$ cat src/rtl/div_result_display_if.sv
// Handshake bundle between the integer divider and its result display:
// the divider's completion strobe and operands, and the BCD/display outputs.
interface div_result_display_if #(
   parameter int WIDTH = 4
);
   logic             done;
   logic [WIDTH-1:0] quo;
   logic [WIDTH-1:0] rem;
   logic             busy;
   logic             valid;
   logic [7:0]       q_bcd;
   logic [7:0]       r_bcd;
   logic [3:0]       an;
   logic [6:0]       seg;

   modport master (
      output done, quo, rem,
      input  busy, valid, q_bcd, r_bcd, an, seg
   );

   modport slave (
      input  done, quo, rem,
      output busy, valid, q_bcd, r_bcd, an, seg
   );
endinterface

$ cat src/rtl/div_result_display.sv
// Captures the divider's quotient/remainder, converts both to BCD with serial
// double dabble, and scans them onto a 4-digit multiplexed seven-segment display.
module div_result_display #(
   parameter int WIDTH    = 4,
   parameter int SCAN_DIV = 50000
) (
   input  logic                 clk,
   input  logic                 rst,
   div_result_display_if.slave  bus
);
   localparam int SCAN_W = $clog2(SCAN_DIV);
   localparam int CNT_W  = $clog2(WIDTH + 1);

   generate
      if (WIDTH < 1 || WIDTH > 6) begin : g_bad_width
         $error("div_result_display: WIDTH must be in 1..6");
      end
      if (SCAN_DIV < 2) begin : g_bad_scan
         $error("div_result_display: SCAN_DIV must be at least 2");
      end
   endgenerate

   typedef enum logic {IDLE, CONV} state_t;

   state_t            state;
   logic [CNT_W-1:0]  cnt;
   logic              busy_r;
   logic              valid_r;
   logic [7:0]        q_bcd_r;
   logic [7:0]        r_bcd_r;
   logic [WIDTH-1:0]  q_sr;
   logic [WIDTH-1:0]  r_sr;
   logic [7:0]        q_acc;
   logic [7:0]        r_acc;
   logic [7:0]        q_adj;
   logic [7:0]        r_adj;
   logic [7:0]        q_shift;
   logic [7:0]        r_shift;

   logic [SCAN_W-1:0] scan_cnt;
   logic [1:0]        idx;
   logic [1:0]        idx_nxt;
   logic [3:0]        digit;
   logic              blank;
   logic [3:0]        an_r;
   logic [6:0]        seg_r;

   // Nibbles are corrected independently; no carry crosses a nibble boundary.
   function automatic logic [7:0] add3(input logic [7:0] acc);
      logic [3:0] lo;
      logic [3:0] hi;
      lo = acc[3:0];
      hi = acc[7:4];
      if (lo >= 4'd5) lo = lo + 4'd3;
      if (hi >= 4'd5) hi = hi + 4'd3;
      return {hi, lo};
   endfunction

   function automatic logic [6:0] seg7(input logic [3:0] d);
      case (d)
         4'd0:    return 7'b1000000;
         4'd1:    return 7'b1111001;
         4'd2:    return 7'b0100100;
         4'd3:    return 7'b0110000;
         4'd4:    return 7'b0011001;
         4'd5:    return 7'b0010010;
         4'd6:    return 7'b0000010;
         4'd7:    return 7'b1111000;
         4'd8:    return 7'b0000000;
         4'd9:    return 7'b0010000;
         default: return 7'b1111111;
      endcase
   endfunction

   assign q_adj   = add3(q_acc);
   assign r_adj   = add3(r_acc);
   assign q_shift = {q_adj[6:0], q_sr[WIDTH-1]};
   assign r_shift = {r_adj[6:0], r_sr[WIDTH-1]};

   always_ff @(posedge clk or negedge rst) begin
      if (!rst) begin
         state   <= IDLE;
         cnt     <= '0;
         busy_r  <= 1'b0;
         valid_r <= 1'b0;
         q_bcd_r <= 8'h00;
         r_bcd_r <= 8'h00;
      end else begin
         valid_r <= 1'b0;
         case (state)
            IDLE: begin
               if (bus.done) begin
                  state  <= CONV;
                  busy_r <= 1'b1;
                  cnt    <= CNT_W'(WIDTH);
               end
            end
            CONV: begin
               cnt <= cnt - 1'b1;
               if (cnt == CNT_W'(1)) begin
                  state   <= IDLE;
                  busy_r  <= 1'b0;
                  valid_r <= 1'b1;
                  q_bcd_r <= q_shift;
                  r_bcd_r <= r_shift;
               end
            end
         endcase
      end
   end

   // Shift datapath carries no reset; the FSM alone decides when it is meaningful.
   always_ff @(posedge clk) begin
      if (state == IDLE && bus.done) begin
         q_sr  <= bus.quo;
         r_sr  <= bus.rem;
         q_acc <= 8'h00;
         r_acc <= 8'h00;
      end else if (state == CONV) begin
         q_sr  <= q_sr << 1;
         r_sr  <= r_sr << 1;
         q_acc <= q_shift;
         r_acc <= r_shift;
      end
   end

   assign idx_nxt = idx + 2'd1;

   always_comb begin
      digit = 4'd0;
      case (idx_nxt)
         2'd0: digit = r_bcd_r[3:0];
         2'd1: digit = r_bcd_r[7:4];
         2'd2: digit = q_bcd_r[3:0];
         2'd3: digit = q_bcd_r[7:4];
      endcase
   end

   // Odd indices are tens digits, which blank when zero.
   assign blank = idx_nxt[0] && (digit == 4'd0);

   always_ff @(posedge clk or negedge rst) begin
      if (!rst) begin
         scan_cnt <= '0;
         idx      <= 2'd0;
         an_r     <= 4'b1110;
         seg_r    <= 7'b1000000;
      end else if (scan_cnt == SCAN_W'(SCAN_DIV - 1)) begin
         scan_cnt <= '0;
         idx      <= idx_nxt;
         an_r     <= ~(4'b0001 << idx_nxt);
         seg_r    <= blank ? 7'b1111111 : seg7(digit);
      end else begin
         scan_cnt <= scan_cnt + 1'b1;
      end
   end

   assign bus.busy  = busy_r;
   assign bus.valid = valid_r;
   assign bus.q_bcd = q_bcd_r;
   assign bus.r_bcd = r_bcd_r;
   assign bus.an    = an_r;
   assign bus.seg   = seg_r;
endmodule

$ cat src/flat_wrapper.sv
// flat-port wrapper written by rule: the top's interface ports become plain ports
module div_result_display_flat 
#(
   parameter int WIDTH    = 4,
   parameter int SCAN_DIV = 50000
)
  (clk, rst, bus_done, bus_quo, bus_rem, bus_busy, bus_valid, bus_q_bcd, bus_r_bcd, bus_an, bus_seg);
  div_result_display_if #(.WIDTH(WIDTH)) bus_i ();
  input  logic clk;
  input  logic rst;
  input wire logic [$bits(bus_i.done)-1:0] bus_done;
  input wire logic [$bits(bus_i.quo)-1:0] bus_quo;
  input wire logic [$bits(bus_i.rem)-1:0] bus_rem;
  output wire logic [$bits(bus_i.busy)-1:0] bus_busy;
  output wire logic [$bits(bus_i.valid)-1:0] bus_valid;
  output wire logic [$bits(bus_i.q_bcd)-1:0] bus_q_bcd;
  output wire logic [$bits(bus_i.r_bcd)-1:0] bus_r_bcd;
  output wire logic [$bits(bus_i.an)-1:0] bus_an;
  output wire logic [$bits(bus_i.seg)-1:0] bus_seg;
  assign bus_i.done = bus_done;
  assign bus_i.quo = bus_quo;
  assign bus_i.rem = bus_rem;
  assign bus_busy = bus_i.busy;
  assign bus_valid = bus_i.valid;
  assign bus_q_bcd = bus_i.q_bcd;
  assign bus_r_bcd = bus_i.r_bcd;
  assign bus_an = bus_i.an;
  assign bus_seg = bus_i.seg;
  div_result_display #(.WIDTH(WIDTH), .SCAN_DIV(SCAN_DIV)) u_core (.clk(clk), .rst(rst), .bus(bus_i));
endmodule
$ cat config.mk
export PLATFORM = sky130hd
export DESIGN_NAME = div_result_display_flat
export DESIGN_NICKNAME = d
export VERILOG_FILES = /design/src/rtl/div_result_display_if.sv /design/src/rtl/div_result_display.sv /design/src/flat_wrapper.sv
export SDC_FILE = /design/constraint.sdc
export NUM_CORES = 1
export LEC_CHECK = 0
export CAP_MARGIN = 20
export CORE_ASPECT_RATIO = 2
export CORE_MARGIN = 5
export CORE_UTILIZATION = 35
export DETAILED_ROUTE_END_ITERATION = 10
export PLACE_DENSITY = 0.53
export SLEW_MARGIN = 10
export SYNTH_ARGS = -nofsm -noshare
export SYNTH_HDL_FRONTEND = slang
export SYNTH_SLANG_ARGS = --single-unit
export TNS_END_PERCENT = 5
$ cat constraint.sdc
create_clock -name clk -period 4.1 [get_ports clk]
set_input_delay 0.41 -clock clk [delete_from_list [all_inputs] [get_ports clk]]
set_output_delay 0.41 -clock clk [all_outputs]
set_load 0.02 [all_outputs]
After elaboration in Yosys (flattened, before gate mapping):

Memory sizes are Yosys's and may differ from the RTL's.
Cells that the tools add are included.

* add/subtract/negate cells: 7
* $lt $le $gt $ge: 4
* equal/unequal tests: 7
* shift-type cells: 1
* mux-type cells: 21
* bitwise logic cells: 2
* reduce and logical (&&, ||, !) cells: 7

Operators with widths (count)
* $mux W4: 6
* $add A16 B1 Y16 const B: 1
* $eq A16 B16 Y1 const B: 1
* $ge A4 B3 Y1 const B: 4
* $mux W16: 1
* $pmux W4 S4: 1
* $mux W3: 3
* $add A4 B2 Y4 const B: 2
* $mux W7: 1
* $add A3 B2 Y3 const B: 2
* $mux W1: 6
* $pmux W3 S2: 1
* $eq A2 B2 Y1 const B: 2
* $logic_not A4 Y1: 1
* $ne A2 B2 Y1 const B: 2
* $not A4 Y4: 1
* $pmux W1 S2: 2
* $reduce_and A2 Y1: 2
* $shl A1 B2 Y4 const A: 1
* $eq A3 B1 Y1 const B: 1
* $sub A3 B1 Y3 const B: 1
* $add A2 B1 Y2 const B: 1
* $eq A2 B1 Y1 const B: 1
* $logic_and A1 B1 Y1: 2
* other kinds (3): 3

* register bits after elaboration: 75
* ROM bits: 112
* input bits: 11
* output and inout port bits: 29
* word-level logic and storage cells: 64
* memories kept: 1

Memories
* (name not given): depth 16, width 7, rd ports 1, clocked after memory_dff 0, write ports 0, line div_result_display.sv:60 `case (d)`

Depth between registers and ports, before layout:

Gate-level depths: netlist of run 1.

* word-level depth: 6
* mapped depth: 10
* mapped depth without buffers: 10

Worst setup path before layout of run 1:

No wires, ideal clock.

* path type: register to register
* from: register u_core.idx[0]
* to: register u_core.seg_r[2] (netlist: u_core.bus.seg[2])
* library setup time: 0.077 ns
* arrival time: 2.096 ns
* data required time: 4.023 ns
* setup slack: 1.927 ns
* stages on the path, launching flop included: 11
* buffers on the path: 0
* clock period less this slack: 2.173 ns
* cells stage by stage: dfrtp_1 -> inv_1 -> ha_1 -> a222oi_1 -> mux2i_1 -> inv_1 -> ha_1 -> nand2_1 -> o21ai_0 -> a21oi_4 -> a21oi_1

* longest elaborated chain between the ends: 6
* elaborated cells between the ends (all ways): 10
* classes of those cells: 1 x add/sub; 3 x eq/ne; 2 x mux; 3 x reduce/logical; 1 x memory

Ends and longest elaborated chain
* start, declared: line div_result_display.sv:41 `logic [1:0] idx;`
* start signal, assigned: line div_result_display.sv:150 `idx <= idx_nxt;`
* $add A2 B1 Y2 *: line div_result_display.sv:127 `assign idx_nxt = idx + 2'd1;`
* named net u_core.idx_nxt[0]: line div_result_display.sv:42 `logic [1:0] idx_nxt;`
* parallel branches: the longest is 4 deep, another holds $mem_v2 Z16 W7
* $mux W7 *: line div_result_display.sv:152 `seg_r <= blank ? 7'b1111111 : seg7(digit);`
* end signal, assigned: line div_result_display.sv:152
* end, declared: line div_result_display.sv:46 `logic [6:0] seg_r;`

Mark *: on every way through the listed nets, which the timed path passes.
A chain may end at the register's enable or synchronous reset.

Final worst setup path of run 1:

Ends and elaborated chain as after synthesis.

==> results.toml, run 1 <==
[outcome]
status = "finished clean"

[global_routing]
global_route_wire_length_before_repair_um = 13700
maximum_number_of_pins_on_one_net_before_global_route_repair = 52
overflow = 0
via_count_of_the_first_global_routing_pass = 2771
grt_usage = 0.144
antenna_violations_before_repair = 0

[critical_path]
path_max_fanout = 6
worst_ep_arrival_time_ns = 2.78
cp-end-kind = "flop"
critPathLaunchType = "flop"
critPathKind = "reg -> reg"
worst_ep_required_time_ns = 4.36

[power_and_ir_drop]
power.density_cell_area_nw_per_um2 = 688
vdd_drop_max_v = 0.000366
leakage_nw = 1.98

[die]
starting_utilization_of_the_core_area = 0.360
fp-row-count = 52
core-area_um2 = 10100
die_area_um2 = 12700
die_y_um = 155
die_width_um = 82.3
num_io_pins = 40

[clock_tree]
cts.reportedPaths.clkPinSlew_ns = 0.06
cts_made_buffers = 9
numClockSinks = 75
cts_tree = "built"
clock-root-buffer = "clkbuf_16"
worst_skew_pair.late_latency_ns = 0.34
cts_resized = 0
cts_setup_buffers = 0
ctsHoldBuffers = 0
clock_path_buffers = 2
htree_num_levels = 3

[layout]
fin_cells = 532
seq_area_um2 = 1840
insertedDiodeCount = 0
finish.net_count = 424
areaGrowthSynthToFinish_pct = 21.8
nFillCells = 1028
layout-drive-gt1-share = 0.123
layout.cell_area.non_filler_um2 = 4450
multi_input_comb_area_um2 = 1680

[routing]
post_drt_via_cell_ratio = 4.84
final_antenna_net_count = 0
drt_wl_total_um = 8170
drt_iter0_markers = 77
routedWlPerCell_um = 15.3
dr_total_vias = 2576
drtPass1Iterations = 4
remaining_drc_errors = 0

[synthesis]
synthesized_cell_area_um2 = 3660
synthesis.instances = 350
synth-main-ff-cell = "dfrtp_1"
synth.most_common_cell = "dfrtp_1"
netlist_top_cells_count = "dfrtp_1, nand2_1, ha_1, nor2_1, inv_1"
synth_cell_type_count = 45
postSynthRegisterBits = 75
post_synth.cell_area_avg_um2 = 10.4
yosys-top-cells-area = "dfrtp_1, dfxtp_1, ha_1, edfxtp_1, nand2_1"
synth_nets = 382
synth_async_sr_flop_share = 0.680
netlist.top_cell.by_area = "dfrtp_1"
synth_enable_flop_cells = 8
post-synth-top-area-fraction = 0.322
ys_seq_area_frac = 0.504
synth-warning-count = 0

[sta]
finalSetupViolCount = 0
worst_slew_margin_rel = 0.403
timing_limited_maximum_frequency_mhz = 397
worst-slew-pin-transition_ns = 0.889
timing.final.max_slew_violations = 0
rsz0062_at_grt = "no"
timing.final.crit_period_ns = 2.52
timing.clock.skew_ns = 0.00553
post-route-worst-setup-slack_ns = 1.58
post_route_fraction_of_the_period_consumed_by_the_critical_path = 0.615
finalHoldViolCount = 0
worst_hold_slack_ns = 0.193
setup_tns_ns = 0

[placed_design]
routabilityCongestion = 0.781
placement.io_buffers = 39
place_inst = 516
hpwl_um = 6130
dpl-instance-area_um2 = 4190
preCtsSetupSlack_ns = 1.58

[hold_path]
hold_path_class = "in -> async"

[run]
maxcap_viol_count = 0
[critical path: stages (launching register included)]
cell and delay [ns]:
dfrtp_1 0.46, inv_1 0.13, ha_1 0.28, a222oi_1 0.35
mux2i_1 0.23, inv_1 0.15, ha_1 0.19, nand2_1 0.07
o21ai_0 0.28, a21oi_4 0.12, a21oi_1 0.17
[worst paths after layout]
path | startpoint | to | slack (ns) | cells past startpoint
hold reg to reg | u_core.bus.an[1]$_DFFE_PN1N_ | u_core.bus.an[1]$_DFFE_PN1N_ | 0.47 | 2
max in group asynchronous | rst | u_core.bus.r_bcd[3]$_DFFE_PN0P_ | 3.47 | 2
setup reg to reg | u_core.idx[0]$_DFFE_PN0N_ | u_core.bus.seg[2]$_DFFE_PN0N_ | 1.58 | 10
setup / recovery | u_core.idx[0]$_DFFE_PN0N_ | u_core.bus.seg[2]$_DFFE_PN0N_ | 1.58 | 10
min in group clk | u_core.bus.an[1]$_DFFE_PN1N_ | u_core.bus.an[1]$_DFFE_PN1N_ | 0.47 | 2
hold / removal | rst | u_core.scan_cnt[5]$_DFF_PN0_ | 0.19 | 2
[placed cells by master, fill, tap and decap left out, types with 2 or more instances in the layout]
cell type and n:
o21ai_0 19, nand2_1 44, nand3_1 12, dfstp_2 4, clkbuf_16 9, nor3b_1 6, o31ai_1 9, dfxtp_1 16
nor4_1 2, buf_4 4, mux2i_1 10, edfxtp_1 8, inv_1 20, dfrtp_1 47, xnor2_1 11, a222oi_1 3
mux2_2 12, a22o_1 2, or3_4 2, xor2_1 8, nor3_1 3, a21o_1 2, a21oi_1 17, o21ai_2 4
and2_1 5, nor2_1 21, clkdlybuf4s50_1 38, ha_1 21, nand2b_1 15, clkinv_2 3
[where the power goes]
| group | internal, W | switching [W] |
|---|---|---|
| Clock | 0.000406 | 0.000301 |
| Sequential | 0.000979 | 0.000184 |
| Combinational | 0.000545 | 0.000649 |
[cell type report]
class / instances / share of cell area
clock buffer: 9 / 0.0506
clock inverter: 7 / 0.00983
inverter: 20 / 0.0169
multi-input combinational: 243 / 0.378
sequential: 75 / 0.413
tap: 135 / 0.0379
timing repair buffer: 43 / 0.0933
[metrics by stage]
| stage | utilization | total power (W) |
|---|---|---|
| 3_5_place_dp | 0.412 | 0.00239 |
| 5_1_grt | 0.439 | 0.00329 |
| 4_1_cts | 0.439 | 0.00312 |
| 6_report | 0.439 | 0.00306 |
| 3_3_place_gp | 0.412 | 0.00236 |
| 2_1_floorplan | - | 0.00195 |
[logic make-up (layout without fill, tap and decap cells)]
group | count (synthesis) | in the layout | share of synthesized area
buf+inv | 32 | 79 | 0.0356
mux | 22 | 22 | 0.0643
fa+ha+maj | 21 | 21 | 0.0719
simple gates | 118 | 118 | 0.164
xor+xnor | 20 | 20 | 0.0500
flops | 75 | 75 | 0.504
compound gates | 62 | 62 | 0.111
[flip-flops by register name, indices dropped and copies added (netlist names)]
signal	flops
u_core.bus.an	4
u_core.bus.busy	1
u_core.bus.q_bcd	8
u_core.bus.r_bcd	8
u_core.bus.seg	7
u_core.bus.valid	1
u_core.cnt	3
u_core.idx	2
u_core.q_acc	8
u_core.q_sr	4
u_core.r_acc	8
u_core.r_sr	4
u_core.scan_cnt	16
u_core.state	1
[per-layer routing]
metal / vias up / routed length [um] / part of all wire / GRT usage
li1: 1286 / - / - / -
met1: 1233 / 3090 / 0.38 / 0.149
met2: 44 / 4610 / 0.56 / 0.258
met3: 13 / 263 / 0.032 / 0.0425
met4: 0 / 199 / 0.024 / 0.0642
met5: - / 0 / 0 / 0
No activity file was read; power rests on OpenSTA's default activity.
==> inputs of run 2 (changes only) <==
==> constraint.sdc (replaced) <==
create_clock -name clk -period 2.6 [get_ports clk]
set_input_delay 0.26 -clock clk [delete_from_list [all_inputs] [get_ports clk]]
set_output_delay 0.26 -clock clk [all_outputs]
set_load 0.02 [all_outputs]
==> results.toml, run 2 (synthesis gave the netlist of run 1 again) <==
[clock_tree]
worst_skew_pair.late_latency_ns = 0.34
cts_made_buffers = 9
clock_path_buffers = 2
numClockSinks = 75
clock-root-buffer = "clkbuf_16"
htree_num_levels = 3
cts.reportedPaths.clkPinSlew_ns = 0.06
cts_setup_buffers = 0
cts_tree = "built"

[placed_design]
dpl-instance-area_um2 = 4200
placement.io_buffers = 39
routabilityCongestion = 0.819
place_inst = 518
hpwl_um = 6100

[layout]
layout.cell_area.non_filler_um2 = 4540
flip_flop_count_of_the_largest_register_after_layout = 16
finish.net_count = 428
layout_common_cells = "dfrtp_1, nand2_1, clkdlybuf4s50_1"
insertedDiodeCount = 0
layout_commonest_cell = "dfrtp_1"
registers.top_by_ff_count = "u_core.scan_cnt"
final_util = 0.447
areaGrowthSynthToFinish_pct = 24.1
layout-drive-gt1-share = 0.137
fin_cells = 536

[die]
die_y_um = 155
fp-row-count = 52
num_io_pins = 40
core-area_um2 = 10100
starting_utilization_of_the_core_area = 0.360
die_area_um2 = 12700
die_width_um = 82.3

[critical_path]
cp-end-kind = "flop"
worst_ep_required_time_ns = 2.86
critPathKind = "reg -> reg"
worst_ep_arrival_time_ns = 2.64
critPathLaunchType = "flop"
reg2reg_setup_slack_ns = 0.22
rr_startpoint = "u_core.idx[0]$_DFFE_PN0N_"
path_max_fanout = 6
reg2reg_depth = 10
critical_path.reg2reg.endpoint = "u_core.bus.seg[2]$_DFFE_PN0N_"

[sta]
setup_tns_ns = 0
finalHoldViolCount = 0
timing.clock.skew_ns = 0.00480
worst-slew-pin-transition_ns = 0.650
timing.final.max_slew_violations = 0
timing_limited_maximum_frequency_mhz = 421
rsz0062_at_grt = "no"
post_route_fraction_of_the_period_consumed_by_the_critical_path = 0.914
timing.final.crit_period_ns = 2.38
finalSetupViolCount = 0
worst_slew_margin_rel = 0.563

[global_routing]
maximum_number_of_pins_on_one_net_before_global_route_repair = 46
via_count_of_the_first_global_routing_pass = 2721
antenna_violations_before_repair = 0
global_route_wire_length_before_repair_um = 13700
grt_usage = 0.144
overflow = 0

[run]
maxcap_viol_count = 0

[routing]
dr_total_vias = 2613
post_drt_via_cell_ratio = 4.88
drtPass1Iterations = 4
drt_iter0_markers = 130
final_antenna_net_count = 0
routedWlPerCell_um = 15.4
drt_wl_total_um = 8230
remaining_drc_errors = 0

[power_and_ir_drop]
power.density_cell_area_nw_per_um2 = 1100
leakage_nw = 2.01
vdd_drop_max_v = 0.000554

[outcome]
status = "finished clean"

[hold_path]
hold_path_class = "in -> async"
[run 2: timing repair]
item,CTS,global route
endpoints found under the hold margin,0,10
setup endpoints to repair,0,6
hold buffers,0,1
gates resized for setup,0,3
[run 2: worst max-delay path, stage by stage, from the launching register on]
cell and delay (ns):
dfrtp_2 0.42, inv_1 0.10, ha_1 0.28, a222oi_1 0.42, mux2i_2 0.20, inv_1 0.14
ha_1 0.19, nand2_1 0.08, o21ai_1 0.21, a21oi_4 0.11, a21oi_1 0.15
[run 2: cell type report]
class	instances	area [um2]
tap	135	169
inverter	20	75.1
clock inverter	7	77.6
sequential	75	1840
multi-input combinational	243	1690
timing repair buffer	47	460
fill	1028	5610
clock buffer	9	225
[run 2: per-stage QoR]
stage               hold slack (ns)  power, W  worst slack, ns
floorplan                   -0.0356   0.00308            0.427
global placement              0.467   0.00372            0.230
detailed placement            0.468   0.00375            0.125
CTS                           0.159   0.00503           0.0904
global route                  0.357   0.00534           0.0177
finish                        0.332   0.00497            0.224
[run 2: power breakdown]
part | total, W | leakage (nW) | switching (W) | internal (W)
registers | 0.00182 | 0.874 | 0.000276 | 0.00154
logic | 0.00190 | 1.00 | 0.00103 | 0.000871
clock network | 0.00126 | 0.134 | 0.000509 | 0.000747
total | 0.00497 | 2.01 | 0.00181 | 0.00316
[run 2: per-layer routing]
metal / wire [um] / vias to the layer above / global-route usage
met5: 0 / - / 0
met4: 157 / 0 / 0.0618
met3: 293 / 10 / 0.0349
met2: 4550 / 52 / 0.257
met1: 3240 / 1265 / 0.155
li1: - / 1286 / -
[run 2: how the worst max path moves through the flow]
stage                               from                            end  slack (ns)
6_report       u_core.idx[0]$_DFFE_PN0N_  u_core.bus.seg[2]$_DFFE_PN0N_        0.22
5_1_grt        u_core.idx[0]$_DFFE_PN0N_  u_core.bus.seg[2]$_DFFE_PN0N_        0.02
4_1_cts        u_core.idx[0]$_DFFE_PN0N_  u_core.bus.seg[2]$_DFFE_PN0N_        0.09
3_5_place_dp   u_core.idx[0]$_DFFE_PN0N_  u_core.bus.seg[2]$_DFFE_PN0N_        0.13
3_3_place_gp   u_core.idx[0]$_DFFE_PN0N_  u_core.bus.seg[2]$_DFFE_PN0N_        0.23
2_1_floorplan  u_core.idx[0]$_DFFE_PN0N_  u_core.bus.seg[2]$_DFFE_PN0N_        0.43
